<file path="src/rtl/program_loader_pkg.sv">
// Shared definitions for the serial program loader: FSM encoding,
// default command bytes and memory depth.
package program_loader_pkg;

  localparam int DEFAULT_MEM_DEPTH = 32;

  localparam logic [7:0] CMD_LOAD_BYTE = 8'h4C;
  localparam logic [7:0] CMD_RUN_BYTE  = 8'h52;
  localparam logic [7:0] CMD_HALT_BYTE = 8'h48;

  localparam logic [2:0] ST_IDLE     = 3'd0;
  localparam logic [2:0] ST_GET_LEN  = 3'd1;
  localparam logic [2:0] ST_GET_BYTE = 3'd2;
  localparam logic [2:0] ST_WRITE    = 3'd3;
  localparam logic [2:0] ST_DONE     = 3'd4;

  // Word address width, kept at least one bit for a single-word memory.
  function automatic int addrWidth(input int depth);
    return (depth > 1) ? $clog2(depth) : 1;
  endfunction

endpackage

</file>
<file path="src/rtl/loader_timeout.sv">
// Loadable down-counter that flags when TIMEOUT_CYC cycles pass without a reload.
module loader_timeout #(
  parameter int TIMEOUT_CYC = 1000000
) (
  input  logic clk,
  input  logic rst,
  input  logic load_i,
  output logic expired_o
);

  localparam int TW = $clog2(TIMEOUT_CYC + 1);
  localparam logic [TW-1:0] RELOAD = TW'(TIMEOUT_CYC);

  logic [TW-1:0] count_q;
  logic [TW-1:0] count_d;

  always_comb begin
    count_d = count_q;
    if (load_i) begin
      count_d = RELOAD;
    end else if (count_q != '0) begin
      count_d = count_q - TW'(1);
    end
  end

  always_ff @(posedge clk) begin
    if (rst) begin
      count_q <= '0;
    end else begin
      count_q <= count_d;
    end
  end

  // The last counted cycle is the one where the count sits at one.
  assign expired_o = !load_i && (count_q == TW'(1));

endmodule

</file>
<file path="src/rtl/program_loader.sv">
// Debug-serial program loader: receives a length-prefixed word stream,
// writes it into instruction memory and controls the CPU hold line.
module program_loader
  import program_loader_pkg::*;
#(
  parameter int         MEM_DEPTH   = DEFAULT_MEM_DEPTH,
  parameter int         TIMEOUT_CYC = 1000000,
  parameter logic [7:0] CMD_LOAD    = CMD_LOAD_BYTE,
  parameter logic [7:0] CMD_RUN     = CMD_RUN_BYTE,
  parameter logic [7:0] CMD_HALT    = CMD_HALT_BYTE
) (
  input  logic        clk,
  input  logic        rst,
  input  logic [7:0]  rx_data,
  input  logic        rx_valid,
  input  logic [31:0] pc_addr,
  output logic [31:0] imem_addr,
  output logic        wr_instruction,
  output logic [31:0] data_instruction,
  output logic        cpu_hold,
  output logic        load_done,
  output logic        load_err,
  output logic        busy
);

  localparam int AW = addrWidth(MEM_DEPTH);
  localparam int CW = $clog2(MEM_DEPTH + 1);

  logic [2:0]    state_q, state_d;
  logic [CW-1:0] wordCount_q, wordCount_d;
  logic [AW-1:0] wordAddr_q, wordAddr_d;
  logic [1:0]    byteIdx_q, byteIdx_d;
  logic [31:0]   assembly_q, assembly_d;
  logic [31:0]   dataInstr_q, dataInstr_d;
  logic [7:0]    hold_q, hold_d;
  logic          holdValid_q, holdValid_d;
  logic          cpuHold_q, cpuHold_d;
  logic          loadErr_q, loadErr_d;

  logic       effValid;
  logic [7:0] effData;
  logic       lenOk;
  logic       lastWord;
  logic       waiting;
  logic       tmoLoad;
  logic       tmoExpired;

  // A byte parked during WRITE/DONE takes precedence over the live receiver.
  assign effValid = rx_valid | holdValid_q;
  assign effData  = holdValid_q ? hold_q : rx_data;
  assign lenOk    = (effData != 8'd0) && (int'({24'd0, effData}) <= MEM_DEPTH);
  assign lastWord = (CW'(wordAddr_q) + CW'(1)) == wordCount_q;

  assign waiting = (state_q == ST_GET_LEN) || (state_q == ST_GET_BYTE);
  assign tmoLoad = !waiting || effValid;

  loader_timeout #(
    .TIMEOUT_CYC(TIMEOUT_CYC)
  ) u_timeout (
    .clk      (clk),
    .rst      (rst),
    .load_i   (tmoLoad),
    .expired_o(tmoExpired)
  );

  always_comb begin
    state_d     = state_q;
    wordCount_d = wordCount_q;
    wordAddr_d  = wordAddr_q;
    byteIdx_d   = byteIdx_q;
    assembly_d  = assembly_q;
    dataInstr_d = dataInstr_q;
    hold_d      = hold_q;
    holdValid_d = 1'b0;
    cpuHold_d   = cpuHold_q;
    loadErr_d   = loadErr_q;

    case (state_q)
      ST_IDLE: begin
        if (effValid) begin
          if (effData == CMD_LOAD) begin
            state_d   = ST_GET_LEN;
            loadErr_d = 1'b0;
            cpuHold_d = 1'b1;
          end else if (effData == CMD_RUN) begin
            cpuHold_d = 1'b0;
          end else if (effData == CMD_HALT) begin
            cpuHold_d = 1'b1;
          end
        end
      end

      ST_GET_LEN: begin
        if (effValid) begin
          if (lenOk) begin
            wordCount_d = CW'(effData);
            wordAddr_d  = '0;
            byteIdx_d   = 2'd0;
            state_d     = ST_GET_BYTE;
          end else begin
            loadErr_d = 1'b1;
            state_d   = ST_IDLE;
          end
        end else if (tmoExpired) begin
          loadErr_d = 1'b1;
          state_d   = ST_IDLE;
        end
      end

      ST_GET_BYTE: begin
        if (effValid) begin
          assembly_d = {assembly_q[23:0], effData};
          byteIdx_d  = byteIdx_q + 2'd1;
          if (byteIdx_q == 2'd3) begin
            state_d = ST_WRITE;
          end
        end else if (tmoExpired) begin
          loadErr_d = 1'b1;
          state_d   = ST_IDLE;
        end
      end

      // The final word leaves the address in place so it never wraps.
      ST_WRITE: begin
        holdValid_d = holdValid_q | rx_valid;
        if (rx_valid) hold_d = rx_data;
        dataInstr_d = assembly_q;
        if (lastWord) begin
          state_d = ST_DONE;
        end else begin
          wordAddr_d = wordAddr_q + AW'(1);
          state_d    = ST_GET_BYTE;
        end
      end

      ST_DONE: begin
        holdValid_d = holdValid_q | rx_valid;
        if (rx_valid) hold_d = rx_data;
        state_d = ST_IDLE;
      end

      default: state_d = ST_IDLE;
    endcase
  end

  always_ff @(posedge clk) begin
    if (rst) begin
      state_q     <= ST_IDLE;
      wordCount_q <= '0;
      wordAddr_q  <= '0;
      byteIdx_q   <= 2'd0;
      assembly_q  <= 32'd0;
      dataInstr_q <= 32'd0;
      hold_q      <= 8'd0;
      holdValid_q <= 1'b0;
      cpuHold_q   <= 1'b1;
      loadErr_q   <= 1'b0;
    end else begin
      state_q     <= state_d;
      wordCount_q <= wordCount_d;
      wordAddr_q  <= wordAddr_d;
      byteIdx_q   <= byteIdx_d;
      assembly_q  <= assembly_d;
      dataInstr_q <= dataInstr_d;
      hold_q      <= hold_d;
      holdValid_q <= holdValid_d;
      cpuHold_q   <= cpuHold_d;
      loadErr_q   <= loadErr_d;
    end
  end

  assign busy             = (state_q != ST_IDLE);
  assign wr_instruction   = (state_q == ST_WRITE);
  assign load_done        = (state_q == ST_DONE);
  assign data_instruction = wr_instruction ? assembly_q : dataInstr_q;
  assign imem_addr        = busy ? 32'(wordAddr_q) : pc_addr;
  assign cpu_hold         = cpuHold_q;
  assign load_err         = loadErr_q;

endmodule

</file>
<file path="config.mk">
export PLATFORM = sky130hd
export DESIGN_NAME = program_loader
export DESIGN_NICKNAME = d
export VERILOG_FILES = /design/src/rtl/program_loader_pkg.sv /design/src/rtl/loader_timeout.sv /design/src/rtl/program_loader.sv
export SDC_FILE = /design/constraint.sdc
export NUM_CORES = 1
export LEC_CHECK = 0
export CORE_ASPECT_RATIO = 0.8
export CORE_MARGIN = 4
export CORE_UTILIZATION = 51
export DETAILED_ROUTE_END_ITERATION = 8
export PLACE_DENSITY_LB_ADDON = 0.1
export SKIP_LAST_GASP = 1
export SLEW_MARGIN = 20
export SYNTH_ARGS = -nofsm -noshare
export SYNTH_HDL_FRONTEND = slang
export SYNTH_SLANG_ARGS = --single-unit
</file>
<file path="constraint.sdc">
create_clock -name clk -period 2.9 [get_ports clk]
set_input_delay 0.58 -clock clk [delete_from_list [all_inputs] [get_ports clk]]
set_output_delay 0.58 -clock clk [all_outputs]
set_load 0.05 [all_outputs]
</file>
Yosys cells after proc, flatten, opt, wreduce, memory -nomap -nowiden

Index checks and enable logic that the tools add are counted.

Register bits: 111
Logic and storage cells: 96
Input bits: 43
Output and inout bits: 69

Mux-type cells: 32
$add $sub $neg: 4
Order comparisons: 1
Bitwise gates (word level): 2
Eq/ne operators: 19
Reductions and logical operators: 26

Operators with widths:

| operator              | number |
|---|---|
| $mux 32               | 2 |
| $mux 20               | 2 |
| $eq 8x7->1 const B    | 3 |
| $mux 3                | 7 |
| $eq 20x1->1 const B   | 1 |
| $reduce_bool 20->1    | 1 |
| $sub 20x1->20 const B | 1 |
| $mux 5                | 3 |
| $ne 2x2->1 const B    | 7 |
| $pmux 3 s4            | 1 |
| $pmux 5 s2            | 1 |
| $mux 1                | 9 |
| $reduce_and 3->1      | 3 |
| $reduce_bool 3->1     | 3 |
| $le 8x6->1 const B    | 1 |
| $mux 2                | 4 |
| $mux 8                | 1 |
| $reduce_and 4->1      | 2 |
| $reduce_bool 8->1     | 1 |
| $add 5x1->6 const B   | 1 |
| $eq 3x2->1 const B    | 2 |
| $eq 6x6->1            | 1 |
| $reduce_bool 2->1     | 3 |
| $reduce_or 2->1       | 3 |
| other kinds (17)      | 21 |

Logic depth before layout (Yosys ltp)

Gate-level depths: netlist of run 1.

Depth after elaboration: 9
Gate-level depth with buffers: 9
Mapped depth without buffers: 7

Hierarchy

A second synthesis of run 1 with hierarchy kept.

Cells, all modules: 657
Area, all modules: 5325.1 um^2

By module, submodules not included:

| module         | cells each | sequential area each (um^2) | instances | area an instance (um^2) |
|---|---|---|---|---|
| program_loader | 521        | 1821.7                      | 1         | 4160.2 |
| loader_timeout | 136        | 400.4                       | 1         | 1164.9 |

Worst setup path before layout of run 1

Ideal clock, no wire load.

Kind: reg-to-reg
Start point: register state_q[2]
End point: register hold_q[0]
Data required time: 2.772 ns
Data arrival time: 2.520 ns
Period minus slack after synthesis: 2.648 ns
Setup time: 0.128 ns
Path buffers: 0
Slack: 0.252 ns
Stages on the path, launching flop included: 6
Cells stage by stage: dfxtp_1 -> inv_1 -> nor3_1 -> o21ai_1 -> mux2i_1 -> nor2_1

Cells in the longest elaborated chain, start to end: 3
Elaborated cells between the ends (all ways): 4
Classes of those cells: eq/ne: 2; reduce/logical: 2

Ends and longest elaborated chain:

| element                           | line                  | RTL |
|---|---|---|
| from (decl)                       | program_loader.sv:29  | `logic [2:0] state_q, state_d;` |
| from (signal assigned)            | program_loader.sv:159 | `state_q <= state_d;` |
| $eq 3x3->1                        | n/a                   |  |
| via load_done                     | program_loader.sv:21  | `output logic load_done,` |
| $reduce_or 2->1 (no source line)  | n/a                   |  |
| $reduce_and 2->1 (no source line) | n/a                   |  |
| to (signal assigned)              | program_loader.sv:165 | `hold_q <= hold_d;` |
| to (decl)                         | program_loader.sv:35  | `logic [7:0] hold_q, hold_d;` |

The timed path passes the listed nets, and every way through them passes these cells.
A chain may end at the register's enable or synchronous reset.

Worst setup path in the final report of run 1

Start point: register state_q[1]
End point: output imem_addr[11]

Cells in the longest elaborated chain, start to end: 2

Ends and longest elaborated chain:

| element           | line                  | RTL |
|---|---|---|
| $reduce_bool 3->1 | program_loader.sv:172 | `assign busy = (state_q != ST_IDLE);` |
| $mux 32           | program_loader.sv:176 | `assign imem_addr = busy ? 32'(wordAddr_q) : pc_addr;` |
| to (decl)         | program_loader.sv:17  | `output logic [31:0] imem_addr,` |

No other way between the ends.

==> qor.yml, run 1 <==
global_route:
  antenna_found_initial: 0
  grtUsageTotal_pct: 22.1
  grt_use_met2_pct: 36.9
  grt_pass1_wl_um: 21500
  grt_max_degree: 78
  grt.met1_usage_pct: 29.1
  first_global_vias: 4487
  use_met3_pct: 5.47
  overflow: 0
  grt_most_used_layer: "met2"
cells_and_area:
  final_cell_area_mm2: 0.00703
  ff_latch_area_mm2: 0.00222
  area_delta_synth_final_pct: 38.4
  nNetsFinal: 805
  drive_gt1_share_pct: 12.1
  multiInputGateArea_mm2: 0.00270
  num-fill-cells: 776
  antennaDiodeCount: 0
  utilization_pct: 72.6
worst_setup_path:
  cp-start-kind: "flip-flop"
  worst_path_max_delay_cell: "clkdlybuf4s50_1"
  path_delay_family: "buffers and inverters"
  max_stage_delay_ns: 0.80
  arrival_ns: 2.24
  path_cells: "nor3_2 -> buf_4 -> and2_1 -> clkdlybuf4s50_1"
  crit_buf_inv: 2
  path_max_fanout: 34
  critPathKind: "reg2out"
  crit_path_end_kind: "output port"
  required_ns: 2.32
logic_synthesis:
  synth_top_cell_area_share_pct: 43.7
  ys_top_cells_by_count: "nand2_1 (178), dfxtp_1 (111), nor2_1 (54)"
  synth_warnings: 0
  synth_edf_count: 0
  synth_top_flop_cell: "dfxtp_1"
  syn_inst: 653
  syn_area_per_cell_um2: 7.78
  synth.most_common_cell: "nand2_1"
  syn-cell-area_mm2: 0.00508
  yosysSeqAreaShare_pct: 43.7
  async_flop_share_pct: 0
  synth-seq-cells: 111
  synth_cell_types: 48
  synth_top_cell_by_area: "dfxtp_1"
  synthTopCellsByArea: "dfxtp_1 (44%), nand2_1 (13%), a21oi_1 (4.5%)"
  syn_nets: 700
route:
  antenna_left: 0
  drt_iter0_drc: 385
  postRouteWirelength_um: 13000
  wl_per_cell_um: 14.5
  drt-pass1-iter-count: 5
  routed_via_density: 5.34
  vias: 4799
  drc_errors: 0
status:
  run_status: "complete, no violations"
power:
  p_clk_share_pct: 39.2
  power.density_mw_per_mm2: 428
  p_int_mw: 2.27
  p_seq_share_pct: 51.0
  power_frac_comb_pct: 9.8
  net-switching-power_mw: 0.741
  leakagePower_nw: 3.05
  swShare_pct: 24.6
  ir_drop_uv: 290
floorplan:
  core_mm2: 0.00969
  start_util_pct: 52.4
  io_pins: 112
  dieArea_mm2: 0.0116
  chipHeight_um: 97.3
  die_x_um: 120
  placementRows: 32
cts:
  h-tree-depth: 3
  cts.sinks: 111
  cts_hold_buffers: 0
  max-clock-path-buffers: 2
  clock_latency_ns: 0.35
  cts-root-buf: "clkbuf_16"
  cts_tree: "built"
  clkTransAtPathRegs_ns: 0.07
  cts_buffers: 9
sta:
  drv_slew: 0
  worst_pin_slew_ns: 1.02
  min_period_ns: 2.82
  clock.fmax_ghz: 0.355
  hold_viol_final: 0
  setup_viol: 0
  skew_ns: 0.00782
  post-route-period-util_pct: 97.1
  slew-limit-headroom_pct: 31.7
  rsz0062_at_grt: "false"
placement:
  numPortBuffers: 111
  hpwl_um: 9320
  gp_congestion: 0.877
  placed_cell_area_mm2: 0.00670
worst_hold_path:
  hold_class: "reg2reg"
job:
  maxCapViolations: 0
==> cell type report <==
type / count / share of cell area [%]
inverter: 7 / 0.374
clock buffer: 10 / 3.40
clock inverter: 5 / 0.605
multi-input combinational: 496 / 38.4
tap: 136 / 2.42
sequential: 111 / 31.6
timing repair buffer: 133 / 23.2
==> routing by layer <==
layer	up-vias	part of all wire, %
met5	-	0
met4	0	0.72
met3	11	5.0
met2	127	50
met1	2277	44
li1	2384	-
==> placed cells by master (no fill, tap or decap), types with 3 or more instances in the layout <==
master	n
a2111oi_0	3
a211oi_1	14
a21oi_1	46
and2_1	32
buf_12	34
buf_4	34
clkbuf_16	9
clkdlybuf4s50_1	44
dfxtp_1	111
dlymetal6s2s_1	20
ha_1	4
inv_1	7
mux2i_1	14
nand2_1	178
nand2b_1	6
nand3_1	11
nand3b_1	4
nor2_1	54
nor2b_1	36
nor3_1	9
nor4_1	4
nor4b_1	3
o211ai_1	4
o21ai_0	8
or3_1	6
or4_4	3
xnor2_1	11
xor2_1	12
==> kinds of logic (layout without fill, tap and decap cells) <==
logic type      after synthesis  after routing  share of synthesized area (%)
compound gates               97             97                           12.1
flops                       111            111                           43.7
mux                          16             16                           3.18
simple gates                356            356                           32.7
buf+inv                      46            155                           3.40
xor+xnor                     23             23                           3.96
fa+ha+maj                     4              4                          0.985
==> flip-flops by register name, indices dropped and copies added (netlist names) <==
name / cells
dataInstr_q: 32
hold_q: 8
wordAddr_q: 5
state_q: 3
cpu_hold: 1
u_timeout.count_q: 20
holdValid_q: 1
byteIdx_q: 2
assembly_q: 32
wordCount_q: 6
load_err: 1
==> worst register-to-register path: cells and delay by family (launching register included) <==
family          cells  cell delay [ns]
simple gates        4             1.98
flops               1             0.34
xor+xnor            1             0.15
compound gates      1             0.13
==> power groups by stage <==
stage                     sequential, mW  combinational [mW]  clock [mW]
final                               1.53               0.295        1.18
after global routing                1.53               0.312        1.25
after CTS                           1.53               0.297        1.20
after detailed placement            1.57               0.296           0
after global placement              1.57               0.292           0
after floorplan                     1.57               0.165           0
==> per-stage QoR <==
step | worst slack [ns] | cells | hold WS [ns] | TNS (ns) | power [mW]
3_5_place_dp | -0.0365 | 883 | 0.453 | -0.0365 | 1.87
4_1_cts | 0.0421 | 898 | 0.460 | 0 | 3.03
2_1_floorplan | 0.252 | 653 | 0.437 | 0 | 1.73
6_report | 0.0841 | 898 | 0.460 | 0 | 3.01
5_1_grt | 0.00293 | 898 | 0.481 | 0 | 3.10
3_3_place_gp | 0.0507 | 883 | 0.445 | 0 | 1.86
==> worst paths after layout <==
path / from / endpoint / slack (ns) / cells after the start
max: state_q[1] / imem_addr[11] / 0.08 / 4
min: assembly_q[29] / assembly_q[29] / 0.46 / 2
max reg2reg: u_timeout.count_q[2] / u_timeout.count_q[18] / 0.22 / 6
min reg2reg: assembly_q[29] / assembly_q[29] / 0.46 / 2
==> repair_timing <==
| action | CTS | global route |
|---|---|---|
| endpoints found under the hold margin | 0 | 0 |
| endpoints found under the setup margin | 0 | 28 |
| setup buffers | 0 | 0 |
| gates resized for setup | 0 | 21 |
(Power assumes the default switching activity.)
==> run 2: changes to the inputs <==
--- a/config.mk
+++ b/config.mk
@@ -8,10 +8,13 @@
 export CORE_ASPECT_RATIO = 0.8
 export CORE_MARGIN = 4
 export CORE_UTILIZATION = 51
+export CTS_CLUSTER_SIZE = 24
 export DETAILED_ROUTE_END_ITERATION = 8
 export PLACE_DENSITY_LB_ADDON = 0.1
+export RECOVER_POWER = 50
 export SKIP_LAST_GASP = 1
 export SLEW_MARGIN = 20
 export SYNTH_ARGS = -nofsm -noshare
 export SYNTH_HDL_FRONTEND = slang
+export SYNTH_HIERARCHICAL = 1
 export SYNTH_SLANG_ARGS = --single-unit
==> run 2 against run 1 <==
Worst setup slack improved by 0.073 ns. Synthesized cell count increased by 0.61%. Sequential power about the same. Critical endpoint is now data_instruction[25]. Clock skew increased by 0.0027 ns. Global-route usage increased by 0.23 points. Cell count unchanged. Highest routed layer unchanged. Non-clock buffer count decreased by 10. Via count increased by 4.2%. Count of clock-buffer cells in the layout increased by 2. Register-to-register slack improved by 0.15 ns. Largest cell class unchanged. Clock power about the same. Sequential cell count unchanged.
==> qor.yml, run 2 <==
status:
  run_status: "complete, no violations"
cells_and_area:
  ff_latch_area_mm2: 0.00222  # unchanged
  area_delta_synth_final_pct: 39.5
  final_cell_area_mm2: 0.00743  # +5.6%
  nNetsFinal: 800  # -0.62%
  top_regs: "assembly_q x32, dataInstr_q x32, u_timeout/count_q x20"
  drive_gt1_share_pct: 15.3  # +3.2 points
  final_cells: 898  # unchanged
  final_common_cell: "nand2_1"
  final_cell_mix: "nand2_1 (162), dfxtp_1 (111), buf_12 (65), a21oi_1 (43)"
  antennaDiodeCount: 0  # unchanged
  num-fill-cells: 812  # +4.6%
  multiInputGateArea_mm2: 0.00289  # +6.9%
logic_synthesis:
  syn_nets: 704  # +0.57%
  synthTopCellsByArea: "dfxtp_1 (42%), nand2_1 (11%), a21oi_1 (4.0%)"
  synth_top_cell_by_area: "dfxtp_1"
  synth_cell_types: 61  # +27%
  synth_warnings: 6  # +6
  syn-cell-area_mm2: 0.00533  # +4.8%
  yosysSeqAreaShare_pct: 41.7  # -2.0 points
  synth.most_common_cell: "nand2_1"
  synth_edf_count: 0  # unchanged
  synth-seq-cells: 111  # unchanged
  async_flop_share_pct: 0  # unchanged
  syn_inst: 657  # +0.61%
  ys_top_cells_by_count: "nand2_1 (162), dfxtp_1 (111), a21oi_1 (43)"
  synth_top_cell_area_share_pct: 41.7  # -2.0 points
  syn_area_per_cell_um2: 8.11  # +4.2%
  synth_top_flop_cell: "dfxtp_1"
sta:
  setup_viol: 0  # unchanged
  post-route-period-util_pct: 94.6  # -2.5 points
  worst_pin_slew_ns: 0.851  # -0.166 ns
  min_period_ns: 2.74  # -0.0726 ns
  slew-limit-headroom_pct: 42.8  # +11 points
  hold_slack_ns: 0.460  # -0.000105 ns
  rsz0062_at_grt: "false"
  hold_viol_final: 0  # unchanged
  drv_slew: 0  # unchanged
  setup_tns_ns: 0  # unchanged
  skew_ns: 0.0105  # +0.00269 ns
  clock.fmax_ghz: 0.365  # +2.6%
cts:
  cts.sinks: 111  # unchanged
  cts_tree: "built"
  cts_buffers: 9  # unchanged
  max-clock-path-buffers: 2  # unchanged
  clock_latency_ns: 0.35  # about the same
  clkTransAtPathRegs_ns: 0.07  # about the same
  h-tree-depth: 3  # unchanged
  cts-root-buf: "clkbuf_16"
worst_setup_path:
  path_max_fanout: 34  # unchanged
  crit_path_end_kind: "output port"
  required_ns: 2.32  # about the same
  arrival_ns: 2.16  # -0.08 ns
  critPathKind: "reg2out"
  cp-start-kind: "flip-flop"
placement:
  numPortBuffers: 111  # unchanged
  gp_congestion: 0.917  # +4.6%
  placed_cell_area_mm2: 0.00717  # +7.1%
  hpwl_um: 9710  # +4.2%
  place_inst: 882  # -0.11%
power:
  ir_drop_uv: 328  # +13%
  power.density_mw_per_mm2: 411  # -3.8%
  leakagePower_nw: 2.86  # -6.2%
floorplan:
  chipHeight_um: 99.4  # +2.2%
  die_x_um: 122  # +2.2%
  core_mm2: 0.0102  # +5.7%
  io_pins: 112  # unchanged
  start_util_pct: 52.0  # -0.44 points
  dieArea_mm2: 0.0122  # +4.4%
  placementRows: 33  # +3.1%
job:
  maxCapViolations: 0  # unchanged
route:
  postRouteWirelength_um: 13400  # +3.4%
  drt-pass1-iter-count: 5  # unchanged
  drt_iter0_drc: 371  # -3.6%
  routed_via_density: 5.57  # +4.2%
  wl_per_cell_um: 15.0  # +3.4%
  vias: 5001  # +4.2%
  antenna_left: 0  # unchanged
  drc_errors: 0  # unchanged
global_route:
  antenna_found_initial: 0  # unchanged
  grt_max_degree: 43  # -45%
  grt_pass1_wl_um: 22400  # +4.3%
  first_global_vias: 4938  # +10%
  overflow: 0  # unchanged
  grtUsageTotal_pct: 22.3  # +0.23 points
worst_hold_path:
  hold_class: "reg2reg"
==> run 2: cell count changes in the layout (fill, tap and decap cells not counted), sizes merged, moves of 7 or more <==
cell	change
a31oi	+8
dlymetal6s2s	-20
nand2	-16
nor2	-13
nor4	+8
xnor2	-7
xor2	-9
==> run 2: worst paths after layout <==
path / end / start / slack (ns) / depth (start not counted)
worst max register to register: wordAddr_q[4] / holdValid_q / 0.37 / 6
worst max-delay path: data_instruction[25] / state_q[0] / 0.16 / 6
worst min-delay path: assembly_q[25] / assembly_q[25] / 0.46 / 2
worst min register to register: assembly_q[25] / assembly_q[25] / 0.46 / 2
==> run 2: cell type report <==
cell class	count	area share, %
clock buffers	12	3.32
clock inverters	4	0.404
inverters	9	0.472
multi-input cells	499	38.9
flip-flops and latches	111	29.9
well taps	140	2.36
repair buffers	123	24.7
==> run 2: routing by layer <==
metal	share of wire, %	track usage (%)	wire length [um]	vias to the layer above
li1	-	-	-	2465
met1	43	27.1	5800	2339
met2	48	37.4	6400	182
met3	8.2	7.85	1110	15
met4	1.0	6.71	136	0
met5	0	0	0	-
==> run 2: critical path, cell delays in order (launching register included) <==
cell and delay (ns):
dfxtp_1 0.49, inv_2 0.08, or3_1 0.39, clkinv_2 0.37
nand2_1 0.18, nand2_1 0.16, buf_12 0.15
==> run 2: through the flow <==
step | total power [mW] | utilization (%) | setup slack [ns]
after floorplan | 1.74 | - | 0.532
after global placement | 1.93 | 70.0 | 0.245
after detailed placement | 1.94 | 70.0 | 0.0810
after CTS | 3.07 | 72.7 | 0.0365
after global routing | 3.15 | 72.5 | 0.0373
final | 3.06 | 72.5 | 0.157
==> run 2: cell families (layout without fill, tap and decap cells) <==
| kind of cell | Yosys count | in the layout | synth area share [%] |
|---|---|---|---|
| AND/OR/NAND/NOR | 350 | 350 | 33.2 |
| flip-flops | 111 | 111 | 41.7 |
| multiplexers | 27 | 27 | 5.45 |
| XOR/XNOR | 7 | 7 | 1.15 |
| buffers and inverters | 47 | 148 | 4.06 |
| AO/OA/AOI/OAI | 111 | 111 | 13.5 |
| adder cells (fa/ha/maj) | 4 | 4 | 0.940 |
==> run 2: timing repair <==
| action | 4_1_cts | 5_1_grt |
|---|---|---|
| hold buffers | 0 | 0 |
| buffers inserted | 0 | 0 |
| endpoints found under the setup margin | 0 | 18 |
| resized for setup | 0 | 1 |
==> run 2: power breakdown <==
part	internal, mW	switching [mW]	total (mW)
sequential	1.53	0.00910	1.54
clock	0.611	0.547	1.16
combinational	0.173	0.188	0.360
total	2.31	0.744	3.06
==> run 3: changes to the inputs <==
--- a/config.mk
+++ b/config.mk
@@ -13,7 +13,7 @@
 export PLACE_DENSITY_LB_ADDON = 0.1
 export RECOVER_POWER = 50
 export SKIP_LAST_GASP = 1
-export SLEW_MARGIN = 20
+export SLEW_MARGIN = 0
 export SYNTH_ARGS = -nofsm -noshare
 export SYNTH_HDL_FRONTEND = slang
 export SYNTH_HIERARCHICAL = 1
==> results of run 3 <==
The final DEF is identical to that of run 2; final timing and power are the same.
